**src/rtl/pipe_pkg.sv**
```systemverilog
// Shared types and constants for the pipeline hazard logic.
package pipe_pkg;

  typedef enum logic [1:0] {
    FWD_RF = 2'b00,
    FWD_W  = 2'b01,
    FWD_M  = 2'b10
  } fwd_sel_t;

  typedef enum logic [1:0] {
    IDLE,
    WAIT,
    ERR
  } mem_state_t;

  localparam logic [4:0] REG_X0 = 5'd0;

endpackage

```
**src/rtl/forward_unit.sv**
```systemverilog
// Operand-forward select for one source register in E; M beats W, x0 never forwards.
module forward_unit
  import pipe_pkg::*;
(
  input  logic [4:0] rs,
  input  logic [4:0] waddr_m,
  input  logic       reg_wr_m,
  input  logic [4:0] waddr_w,
  input  logic       reg_wr_w,
  output fwd_sel_t   sel
);

  always_comb begin
    // NOTE: default first so every path assigns sel and no latch is inferred.
    sel = FWD_RF;
    if (reg_wr_m && waddr_m != REG_X0 && waddr_m == rs) begin
      sel = FWD_M;
    end else if (reg_wr_w && waddr_w != REG_X0 && waddr_w == rs) begin
      sel = FWD_W;
    end
  end

endmodule

```
**src/rtl/hazard_controller.sv**
```systemverilog
// Stall/flush/forward sequencer for the 5-stage pipeline, with data-memory
// handshake, timeout and stall/flush performance counters.
module hazard_controller
  import pipe_pkg::*;
#(
  parameter int MEM_TIMEOUT = 16,
  parameter int CNT_W       = 32
) (
  input  logic             clk,
  input  logic             rst,
  input  logic [4:0]       rs1D,
  input  logic [4:0]       rs2D,
  input  logic [4:0]       rs1E,
  input  logic [4:0]       rs2E,
  input  logic [4:0]       waddrE,
  input  logic [4:0]       waddrM,
  input  logic [4:0]       waddrW,
  input  logic             reg_wrE,
  input  logic             reg_wrM,
  input  logic             reg_wrW,
  input  logic             loadE,
  input  logic             pc_srcE,
  input  logic             mem_reqM,
  input  logic             dmem_ack,
  output logic             dmem_req,
  output logic             StallF,
  output logic             StallD,
  output logic             StallE,
  output logic             StallM,
  output logic             StallW,
  output logic             FlushD,
  output logic             FlushE,
  output logic [1:0]       ForwardAE,
  output logic [1:0]       ForwardBE,
  output logic             mem_err,
  output logic [CNT_W-1:0] stall_cnt,
  output logic [CNT_W-1:0] flush_cnt
);

  localparam logic [7:0] TIMEOUT = 8'(MEM_TIMEOUT);

  mem_state_t state, state_nxt;
  logic [7:0] wait_cnt, wait_cnt_nxt;
  logic       mstall;
  logic       lu;
  logic       any_stall;
  logic       any_flush;
  fwd_sel_t   fwd_a, fwd_b;

  forward_unit u_fwd_a (
    .rs       (rs1E),
    .waddr_m  (waddrM),
    .reg_wr_m (reg_wrM),
    .waddr_w  (waddrW),
    .reg_wr_w (reg_wrW),
    .sel      (fwd_a)
  );

  forward_unit u_fwd_b (
    .rs       (rs2E),
    .waddr_m  (waddrM),
    .reg_wr_m (reg_wrM),
    .waddr_w  (waddrW),
    .reg_wr_w (reg_wrW),
    .sel      (fwd_b)
  );

  assign ForwardAE = fwd_a;
  assign ForwardBE = fwd_b;

  // reg_wrE only qualifies ALU results, which forwarding covers; a load in E cannot.
  assign lu = loadE && (waddrE != REG_X0) && ((waddrE == rs1D) || (waddrE == rs2D));

  always_ff @(posedge clk or posedge rst) begin
    // NOTE: non-blocking so every register samples pre-edge values regardless of block order.
    if (rst) begin
      state    <= IDLE;
      wait_cnt <= 8'd0;
    end else begin
      state    <= state_nxt;
      wait_cnt <= wait_cnt_nxt;
    end
  end

  always_comb begin
    state_nxt    = state;
    wait_cnt_nxt = wait_cnt;
    // rst gates the request so it drops the moment reset asserts, not at the next edge.
    dmem_req     = 1'b0;
    case (state)
      IDLE: begin
        dmem_req = mem_reqM && !rst;
        if (mem_reqM && !dmem_ack) begin
          state_nxt    = WAIT;
          wait_cnt_nxt = 8'd1;
        end
      end
      WAIT: begin
        dmem_req = !rst;
        if (dmem_ack) begin
          state_nxt    = IDLE;
          wait_cnt_nxt = 8'd0;
        end else if (wait_cnt == TIMEOUT) begin
          state_nxt = ERR;
        end else begin
          wait_cnt_nxt = wait_cnt + 8'd1;
        end
      end
      ERR:     state_nxt = ERR;
      default: state_nxt = IDLE;
    endcase
  end

  assign mstall  = (dmem_req && !dmem_ack) || (state == ERR);
  assign mem_err = (state == ERR);

  // A frozen pipeline keeps pc_srcE and lu stable, so deferring them loses nothing.
  always_comb begin
    StallF = 1'b0;
    StallD = 1'b0;
    StallE = 1'b0;
    StallM = 1'b0;
    StallW = 1'b0;
    FlushD = 1'b0;
    FlushE = 1'b0;
    if (mstall) begin
      StallF = 1'b1;
      StallD = 1'b1;
      StallE = 1'b1;
      StallM = 1'b1;
      StallW = 1'b1;
    end else if (pc_srcE) begin
      FlushD = 1'b1;
      FlushE = 1'b1;
    end else if (lu) begin
      StallF = 1'b1;
      StallD = 1'b1;
      FlushE = 1'b1;
    end
  end

  assign any_stall = StallF | StallD | StallE | StallM | StallW;
  assign any_flush = FlushD | FlushE;

  always_ff @(posedge clk or posedge rst) begin
    if (rst) begin
      stall_cnt <= '0;
      flush_cnt <= '0;
    end else begin
      if (any_stall) stall_cnt <= stall_cnt + CNT_W'(1);
      if (any_flush) flush_cnt <= flush_cnt + CNT_W'(1);
    end
  end

endmodule

```
**config.mk**
```make
export PLATFORM = sky130hd
export DESIGN_NAME = hazard_controller
export DESIGN_NICKNAME = d
export VERILOG_FILES = /design/src/rtl/pipe_pkg.sv /design/src/rtl/forward_unit.sv /design/src/rtl/hazard_controller.sv
export SDC_FILE = /design/constraint.sdc
export NUM_CORES = 1
export LEC_CHECK = 0
export ABC_CLOCK_PERIOD_IN_PS = 3500
export CAP_MARGIN = 10
export CORE_MARGIN = 2
export CORE_UTILIZATION = 48
export CTS_CLUSTER_DIAMETER = 100
export DETAILED_ROUTE_END_ITERATION = 8
export PLACE_DENSITY = 0.84
export SLEW_MARGIN = 20
export SYNTH_ARGS = -nofsm -noshare
export SYNTH_HDL_FRONTEND = slang
export SYNTH_HIERARCHICAL = 1
export SYNTH_SLANG_ARGS = --single-unit
```
**constraint.sdc**
```tcl
create_clock -name clk -period 3.5 [get_ports clk]
set_clock_uncertainty 0.2 [all_clocks]
set_input_delay 1.05 -clock clk [delete_from_list [all_inputs] [get_ports clk]]
set_output_delay 1.05 -clock clk [all_outputs]
set_load 0.05 [all_outputs]
```
==> flow_metrics.env, run 1 <==
export IMPL_timing_worst_setup_path_type="in2out"
export IMPL_die_w_um=97.1
export IMPL_antenna_cells=0
export IMPL_wl_met2_um=5400
export IMPL_grt_pass1_vias=3663
export IMPL_violations="negative setup slack"
export IMPL_worstReg2RegStart="state[0]$_DFFE_PP0P_"
export IMPL_ant_nets=0
export IMPL_synthesis_nets=438
export IMPL_path_buf_inv=2
export IMPL_critPathLaunch="waddrE[2]"
export IMPL_avgViaCountPerCell=5.51
export IMPL_coreArea_mm2=0.00830
export IMPL_cts_tree="done"
export IMPL_drv_cap=0
export IMPL_io_buffer_count=119
export IMPL_ir_worst_vdd_mv=0.328
export IMPL_die_area_mm2=0.00943
export IMPL_clock_latency_ns=0.33
export IMPL_dp_hpwl_um=7750
export IMPL_drt_wl_total_um=10700
export IMPL_final_util_pct=74.1
export IMPL_min_period_ns=3.53
export IMPL_slowest_delay_ns=0.54
export IMPL_drive_gt1_share_pct=22.0
export IMPL_synth_area_mm2=0.00416
export IMPL_holdWs_ns=0.276
export IMPL_yosys_warnings=6
export IMPL_ys_flop_type="dfrtp_1"
export IMPL_syn_avg_cell_area_um2=10.7
export IMPL_die_height_um=97.1
export IMPL_setup_ws_ns=-0.0327
export IMPL_yosysSeqAreaShare_pct=44.5
export IMPL_crit_path_top_delay_cell="or4_4"
export IMPL_worstPathArrival_ns=2.28
export IMPL_nFillCells=577
export IMPL_slew_headroom_pct=59.7
export IMPL_finalNetCount=580
export IMPL_wl_met1_um=4450
export IMPL_root_buffer="clkbuf_8"
export IMPL_clkSinkCount=74
export IMPL_holdPathStages=1
export IMPL_p_leak_nw=2.63
export IMPL_ctsHoldBuffers=0
export IMPL_reg2regPathDepth=8
export IMPL_post_route_drc_count=0
export IMPL_max_freq_ghz=0.283
export IMPL_async_flop_share_pct=100
export IMPL_synth_commonest_cells="74 x dfrtp_1, 68 x xnor2_1, 35 x nand4_1, 27 x and3_1"
export IMPL_worstHoldStart="flush_cnt[31]$_DFFE_PP0P_"
export IMPL_critPathLaunchType="input port"
export IMPL_crit_required_ns=2.25
export IMPL_yosysUniqueCellTypes=47
export IMPL_antenna_found_initial=0
export IMPL_setup_viol=3
export IMPL_finalPower_w=0.00286
export IMPL_drtPass1Iterations=4
export IMPL_crit_path_end_kind="primary output"
export IMPL_synth_edf_count=0
export IMPL_grt_start_max_net_pins=33
export IMPL_start_util_pct=50.1
export IMPL_tightest_slew_ns=0.600
export IMPL_hold_path_class="reg2reg"
export IMPL_syn_inst=390
export IMPL_row_count=33
export IMPL_crit_family="simple AND/OR/NAND/NOR gates"
export IMPL_grt_pass1_wl_um=17800
export IMPL_synth_top_area_cell="dfrtp_1"
export IMPL_drv_slew=0
export IMPL_yosysMostFrequentCell="dfrtp_1"
export IMPL_synthTopCellsByArea="dfrtp_1 45%, xnor2_1 14%, xor2_1 5.5%"
export IMPL_wire_per_inst_um=16.6
export IMPL_cp_depth=6
export IMPL_clkTransAtPathRegs_ns=0.08
export IMPL_cts_made_buffers=9
export IMPL_setup_tns_ns=-0.0754
export IMPL_status="complete, but fails checks"
export IMPL_p_per_area_mw_per_mm2=464
export IMPL_rsz0062_at_grt="true"
export IMPL_hold_viol=0
export IMPL_globalRouteTotalUtil_pct=22.9
export IMPL_num_vias=3540
export IMPL_cp_cell_sequence="buf_8 -> or4_4 -> o21ai_4 -> o21bai_4 -> and2_4 -> buf_12"
export IMPL_syn_to_final_growth_pct=47.9
export IMPL_drt_iter0_drc=174
export IMPL_h_tree_depth=3
export IMPL_fin_area_mm2=0.00615
export IMPL_placed_area_mm2=0.00575
export IMPL_post_route_period_util_pct=101
export IMPL_gp_congestion=0.804
export IMPL_top_layer="met4"
export IMPL_ios=121
export IMPL_cts_max_path_buffers=2
export IMPL_gr_total_overflow=0
export IMPL_cp_max_fo=3
export IMPL_ys_ff_latch=74
export IMPL_wl_met3_um=586
export IMPL_yosysTopAreaCellShare_pct=44.5
layout make-up:
type                            instances  area [um2]  share of cell area [%]
Clock buffer                           12         165                    2.68
Clock inverter                          4         120                    1.95
Inverter                                9        33.8                   0.549
Multi-Input combinational cell        291        2300                    37.4
Sequential cell                        74        1850                    30.1
Tap cell                              105         131                    2.14
Timing Repair Buffer                  147        1550                    25.2
final timing paths:
path / endpoint / slack (ns)
setup reg to reg: stall_cnt[27]$_DFFE_PP0P_ / 1.09
min in group asynchronous: wait_cnt[4]$_DFFE_PP0P_ / 0.77
setup / recovery: FlushE / -0.03
max in group asynchronous: stall_cnt[29]$_DFFE_PP0P_ / 1.57
hold reg to reg: flush_cnt[31]$_DFFE_PP0P_ / 0.28
hold / removal: flush_cnt[31]$_DFFE_PP0P_ / 0.28
power by group:
| group | switching [W] | total, W | internal [W] |
|---|---|---|---|
| combinational | 0.000543 | 0.000879 | 0.000336 |
| sequential | 0.000127 | 0.00107 | 0.000942 |
| clock | 0.000303 | 0.000908 | 0.000605 |
| total | 0.000974 | 0.00286 | 0.00188 |
sequential cells by signal, summed over array words and instances, names as in the netlist:
signal	cells
wait_cnt	8
flush_cnt	32
stall_cnt	32
state	2
layout by cell type, fill, tap and decap left out, types with 11 or more instances in the layout:
master,count
and3_1,27
nand3_1,25
xnor2_1,67
dlygate4sd2_1,11
nand2_1,16
xor2_1,22
clkdlybuf4s50_1,68
clkbuf_8,12
nor2_1,14
buf_12,16
nand4_1,35
buf_4,20
dfrtp_1,74
stage by stage:
step / instances / worst slack, ns
after floorplan: 390 / 0.00847
after global placement: 622 / -0.379
after detailed placement: 622 / -0.410
after CTS: 640 / -0.0361
after global routing: 642 / -0.0629
final: 642 / -0.0327
kinds of logic (layout without fill, tap and decap cells):
logic type,Yosys count,after routing,share of synthesized area (%)
and+or+nand+nor,171,171,25.7
xor gates and xnor gates,94,94,19.8
DFF,74,74,44.5
buffers and inverters,25,172,3.43
AOI/OAI and AO/OA,20,20,4.75
adders and majority gates,4,4,1.20
muxes,2,2,0.631
per-layer routing:
layer | vias to the layer above | track usage [%]
met5 | - | 0
met4 | 0 | 9.21
met3 | 20 | 4.60
li1 | 1658 | -
met1 | 1740 | 28.8
met2 | 122 | 38.8
timing repair:
action,CTS,global route
setup endpoints to repair,11,11
pin swaps,29,24
setup buffers,3,2
resized for setup,74,51
No activity file was read; power rests on OpenSTA's default activity.
==> run 2, diff against run 1 <==
--- a/config.mk
+++ b/config.mk
@@ -5,7 +5,7 @@
 export SDC_FILE = /design/constraint.sdc
 export NUM_CORES = 1
 export LEC_CHECK = 0
-export ABC_CLOCK_PERIOD_IN_PS = 3500
+export ABC_CLOCK_PERIOD_IN_PS = 3750
 export CAP_MARGIN = 10
 export CORE_MARGIN = 2
 export CORE_UTILIZATION = 48
==> constraint.sdc (replaced) <==
create_clock -name clk -period 3.75 [get_ports clk]
set_clock_uncertainty 0.2 [all_clocks]
set_input_delay 1.125 -clock clk [delete_from_list [all_inputs] [get_ports clk]]
set_output_delay 1.125 -clock clk [all_outputs]
set_load 0.05 [all_outputs]
==> run 2 against run 1 <==
  * Largest cell class unchanged
  * Cell area down 3.7%
  * Die area unchanged
  * Global-route usage shrank 1.1 points
  * Sequential cell count unchanged
  * First-iteration DRC count shrank 6.3%
  * Total power shrank 16%
  * Clock power down 33%
  * Combinational power down 8.8%
  * Via count is 0.37% lower
  * The flow now finishes without violations
  * Wire length is 4.2% lower
  * Final cell count shrank 0.47%
==> flow_metrics.env, run 2 (synthesis gave the netlist of run 1 again) <==
export IMPL_grt_pass1_wl_um=16900
export IMPL_coreArea_mm2=0.00830
export IMPL_p_leak_nw=2.55
export IMPL_ios=121
export IMPL_cts_tree="done"
export IMPL_die_height_um=97.1
export IMPL_p_clk_share_pct=25.2
export IMPL_finalNetCount=577
export IMPL_worstPathArrival_ns=2.39
export IMPL_drt_wl_total_um=10200
export IMPL_wire_per_inst_um=16.0
export IMPL_cts_made_buffers=9
export IMPL_cp_max_fo=3
export IMPL_dp_slack_ns=-0.330
export IMPL_timing_worst_setup_path_type="in2out"
export IMPL_io_buffer_count=119
export IMPL_p_per_area_mw_per_mm2=405
export IMPL_drive_gt1_share_pct=18.7
export IMPL_worstReg2RegStart="wait_cnt[0]$_DFFE_PP0P_"
export IMPL_syn_to_final_growth_pct=42.4
export IMPL_clock_latency_ns=0.34
export IMPL_drv_slew=0
export IMPL_min_period_ns=3.72
export IMPL_setup_viol=0
export IMPL_globalRouteTotalUtil_pct=21.8
export IMPL_num_vias=3527
export IMPL_die_w_um=97.1
export IMPL_drv_cap=0
export IMPL_antenna_found_initial=0
export IMPL_h_tree_depth=3
export IMPL_hold_path_class="reg2reg"
export IMPL_drt_iter0_drc=163
export IMPL_clkSinkCount=74
export IMPL_die_area_mm2=0.00943
export IMPL_p_comb_share_pct=33.4
export IMPL_hold_viol=0
export IMPL_setup_ws_ns=0.0343
export IMPL_gp_congestion=0.871
export IMPL_antenna_cells=0
export IMPL_critPathLaunchType="input port"
export IMPL_seq_power_share_pct=41.4
export IMPL_root_buffer="clkbuf_8"
export IMPL_tightest_slew_ns=0.582
export IMPL_placed_cells=618
export IMPL_slew_headroom_pct=60.9
export IMPL_final_common_cell="dfrtp_1"
export IMPL_intPower_w=0.00149
export IMPL_status="completed"
export IMPL_drtPass1Iterations=4
export IMPL_post_route_drc_count=0
export IMPL_reg2reg_to="wait_cnt[2]$_DFFE_PP0P_"
export IMPL_avgViaCountPerCell=5.52
export IMPL_p_switching_w=0.000915
export IMPL_gr_total_overflow=0
export IMPL_layout_common_cells="74 x dfrtp_1, 71 x clkdlybuf4s50_1, 68 x xnor2_1"
export IMPL_reg2regPathDepth=8
export IMPL_cts_max_path_buffers=2
export IMPL_endpoint="FlushE"
export IMPL_clkTransAtPathRegs_ns=0.08
export IMPL_ant_nets=0
export IMPL_largest_registers="flush_cnt: 32 flops, stall_cnt: 32 flops, wait_cnt: 8 flops"
export IMPL_crit_path_end_kind="primary output"
export IMPL_max_freq_ghz=0.269
export IMPL_crit_required_ns=2.42
export IMPL_layout_cells_non_filler=639
export IMPL_final_util_pct=71.4
export IMPL_ir_worst_vdd_mv=0.461
export IMPL_ctsHoldBuffers=0
export IMPL_critPathLaunch="waddrE[2]"
export IMPL_holdWs_ns=0.281
export IMPL_dp_hpwl_um=7450
export IMPL_r2r_slack_ns=1.32
export IMPL_grt_pass1_vias=3558
export IMPL_start_util_pct=50.1
export IMPL_post_route_period_util_pct=99.1
export IMPL_p_sw_share_pct=38.1
export IMPL_grt_start_max_net_pins=75
export IMPL_row_count=33
export IMPL_rsz0062_at_grt="true"
[run 2: cell type report]
type,count,area (um2)
clock inverter,7,70.1
sequential,74,1850
inverter,9,37.5
fill,628,2370
clock buffer,9,124
tap,105,131
timing repair buffer,144,1490
multi-input combinational,291,2220
[run 2: worst min path at each step]
stage / start / to / slack [ns] / cells past startpoint
floorplan: wait_cnt[7]$_DFFE_PP0P_ / wait_cnt[7]$_DFFE_PP0P_ / 0.30 / 2
global route: flush_cnt[31]$_DFFE_PP0P_ / flush_cnt[31]$_DFFE_PP0P_ / 0.30 / 1
CTS: flush_cnt[31]$_DFFE_PP0P_ / flush_cnt[31]$_DFFE_PP0P_ / 0.28 / 1
detailed placement: flush_cnt[31]$_DFFE_PP0P_ / flush_cnt[31]$_DFFE_PP0P_ / 0.27 / 1
global placement: stall_cnt[31]$_DFFE_PP0P_ / stall_cnt[31]$_DFFE_PP0P_ / 0.26 / 1
finish: flush_cnt[31]$_DFFE_PP0P_ / flush_cnt[31]$_DFFE_PP0P_ / 0.28 / 1
[run 2: critical path, cell delays in order]
cell and delay (ns):
buf_2 0.12, or4_4 0.54, o21ai_4 0.20, o21bai_2 0.10
and2_4 0.16, buf_12 0.14
[run 2: routing by layer]
layer  global-route usage (%)  vias up  wire length (um)  part of all wire, %
met5                        0        -                 0                    0
met2                     36.9       99              5270                   51
met3                     5.11       16               597                  5.8
met4                     7.26        0               157                  1.5
met1                     27.6     1752              4210                   41
li1                         -     1660                 -                    -
[run 2: repair_timing]
action	in CTS	in global routing
endpoints found under the setup margin	11	5
resized for setup	54	17
pin swaps	22	13
setup buffers	5	0
[run 2: through the flow]
| step | TNS [ns] | power, W | instance area [um2] |
|---|---|---|---|
| final | 0 | 0.00240 | 5930 |
| after floorplan | 0 | 0.00149 | 4170 |
| after CTS | 0 | 0.00242 | 5920 |
| after global placement | -2.12 | 0.00179 | 5690 |
| after detailed placement | -2.29 | 0.00182 | 5690 |
| after global routing | -0.0144 | 0.00252 | 5930 |
[run 2: power groups by stage]
stage	sequential (W)	clock, W	combinational (W)
2_1_floorplan	0.00121	0	0.000275
3_3_place_gp	0.00100	0	0.000788
3_5_place_dp	0.00101	0	0.000807
4_1_cts	0.000994	0.000618	0.000808
5_1_grt	0.00101	0.000656	0.000852
6_report	0.000996	0.000605	0.000802
==> run 3, diff against run 2 <==
--- a/config.mk
+++ b/config.mk
@@ -12,6 +12,7 @@
 export CTS_CLUSTER_DIAMETER = 100
 export DETAILED_ROUTE_END_ITERATION = 8
 export PLACE_DENSITY = 0.84
+export SKIP_CTS_REPAIR_TIMING = 1
 export SLEW_MARGIN = 20
 export SYNTH_ARGS = -nofsm -noshare
 export SYNTH_HDL_FRONTEND = slang
==> run 3 against run 2 <==
  * Via count up 1.2%
  * Die area stayed put
  * Critical endpoint unchanged
  * Largest power group unchanged
  * Sequential share of layout area is 0.77 points lower
  * Total power grew 0.87%
  * Largest cell class unchanged
  * Wire length is 4.7% higher
  * Global-route usage decreased by 0.54 points
  * Final cell count down 0.16%
  * Worst setup slack better by 0.0066 ns
  * Clock power increased by 0.7%
==> flow_metrics.env, run 3 (synthesis gave the netlist of run 1 again) <==
export IMPL_drt_wl_total_um=10700
export IMPL_cp_max_fo=3
export IMPL_ios=121
export IMPL_post_route_period_util_pct=98.9
export IMPL_die_w_um=97.1
export IMPL_syn_to_final_growth_pct=46.0
export IMPL_drv_slew=0
export IMPL_largest_registers="flush_cnt: 32 flops, stall_cnt: 32 flops, wait_cnt: 8 flops"
export IMPL_crit_required_ns=2.42
export IMPL_clock_latency_ns=0.34
export IMPL_final_util_pct=73.2
export IMPL_min_period_ns=3.71
export IMPL_antenna_found_initial=0
export IMPL_drt_iter0_drc=174
export IMPL_setup_ws_ns=0.0409
export IMPL_finalNetCount=576
export IMPL_p_sw_share_pct=38.3
export IMPL_dp_slack_ns=-0.330
export IMPL_grt_start_max_net_pins=75
export IMPL_slew_headroom_pct=61.0
export IMPL_num_vias=3571
export IMPL_cts_max_path_buffers=2
export IMPL_crit_path_end_kind="primary output"
export IMPL_io_buffer_count=119
export IMPL_die_area_mm2=0.00943
export IMPL_grt_pass1_wl_um=16500
export IMPL_cts_made_buffers=9
export IMPL_root_buffer="clkbuf_8"
export IMPL_worstPathArrival_ns=2.38
export IMPL_intPower_w=0.00150
export IMPL_layout_common_cells="74 x dfrtp_1, 71 x clkdlybuf4s50_1, 68 x xnor2_1"
export IMPL_row_count=33
export IMPL_wire_per_inst_um=16.8
export IMPL_hold_viol=0
export IMPL_tightest_slew_ns=0.580
export IMPL_drv_cap=0
export IMPL_timing_worst_setup_path_type="in2out"
export IMPL_post_route_drc_count=0
export IMPL_max_freq_ghz=0.270
export IMPL_clkTransAtPathRegs_ns=0.08
export IMPL_avgViaCountPerCell=5.60
export IMPL_status="completed"
export IMPL_antenna_cells=0
export IMPL_ant_nets=0
export IMPL_p_clk_share_pct=25.1
export IMPL_p_per_area_mw_per_mm2=399
export IMPL_grt_pass1_vias=3508
export IMPL_cts_tree="done"
export IMPL_start_util_pct=50.1
export IMPL_final_common_cell="dfrtp_1"
export IMPL_drive_gt1_share_pct=18.2
export IMPL_critPathLaunchType="input port"
export IMPL_globalRouteTotalUtil_pct=21.2
export IMPL_p_comb_share_pct=33.7
export IMPL_hold_path_class="reg2reg"
export IMPL_p_switching_w=0.000928
export IMPL_clkSinkCount=74
export IMPL_seq_power_share_pct=41.2
export IMPL_nFillCells=600
export IMPL_h_tree_depth=3
export IMPL_gr_total_overflow=0
export IMPL_ir_worst_vdd_mv=0.458
export IMPL_die_height_um=97.1
export IMPL_p_leak_nw=2.79
export IMPL_rsz0062_at_grt="false"
export IMPL_coreArea_mm2=0.00830
export IMPL_dp_hpwl_um=7450
export IMPL_drtPass1Iterations=5
export IMPL_setup_viol=0
export IMPL_gp_congestion=0.871
## run 3: changes by cell type in the layout (fill, tap and decap cells not counted), sizes merged
cell	previous run	this run
clkbuf	13	11
dlymetal6s2s	4	34
buf	40	36
clkdlybuf4s15	7	0
dlygate4sd2	18	0
## run 3: per-stage QoR
| stage | cell area (um2) | total power (W) | std cells | hold slack, ns | TNS [ns] |
|---|---|---|---|---|---|
| after floorplan | 4170 | 0.00149 | 390 | 0.298 | 0 |
| after global placement | 5690 | 0.00179 | 618 | 0.259 | -2.12 |
| after detailed placement | 5690 | 0.00182 | 618 | 0.271 | -2.29 |
| after CTS | 5890 | 0.00242 | 634 | 0.281 | -2.35 |
| after global routing | 6080 | 0.00254 | 638 | 0.303 | 0 |
| final | 6080 | 0.00242 | 638 | 0.281 | 0 |
## run 3: layout make-up
class,count,area (um2),area share (%)
sequential,74,1850,30.5
clock inverter,7,70.1,1.15
tap,105,131,2.16
multi-input combinational,291,2260,37.2
inverter,9,37.5,0.618
clock buffer,9,124,2.04
timing repair buffer,143,1600,26.4
## run 3: power groups by stage
stage | logic, W | clock network [W] | registers, W
after floorplan | 0.000275 | 0 | 0.00121
after global placement | 0.000788 | 0 | 0.00100
after detailed placement | 0.000807 | 0 | 0.00101
after CTS | 0.000810 | 0.000618 | 0.000994
after global routing | 0.000866 | 0.000656 | 0.00101
final | 0.000817 | 0.000609 | 0.000997
## run 3: worst max-delay path: stages
cell,delay (ns)
clkbuf_2,0.10
or4_4,0.54
o21ai_4,0.20
o21bai_2,0.10
and2_4,0.16
buf_12,0.14
## run 3: routing by layer
metal / global-route usage, % / routed length (um)
met3: 4.96 / 639
met4: 7.04 / 163
met2: 35.8 / 5590
met1: 27.0 / 4330
met5: 0 / 0
## run 3: path summary, 6_finish.rpt
kind / from / end / slack (ns) / cells after the start
max in group asynchronous: rst / wait_cnt[3]$_DFFE_PP0P_ / 2.22 / 4
min in group asynchronous: rst / state[1]$_DFFE_PP0P_ / 0.82 / 4
hold reg to reg: flush_cnt[31]$_DFFE_PP0P_ / flush_cnt[31]$_DFFE_PP0P_ / 0.28 / 1
setup reg to reg: wait_cnt[0]$_DFFE_PP0P_ / wait_cnt[2]$_DFFE_PP0P_ / 1.32 / 8
setup / recovery: waddrE[3] / FlushE / 0.04 / 6
hold / removal: flush_cnt[31]$_DFFE_PP0P_ / flush_cnt[31]$_DFFE_PP0P_ / 0.28 / 1
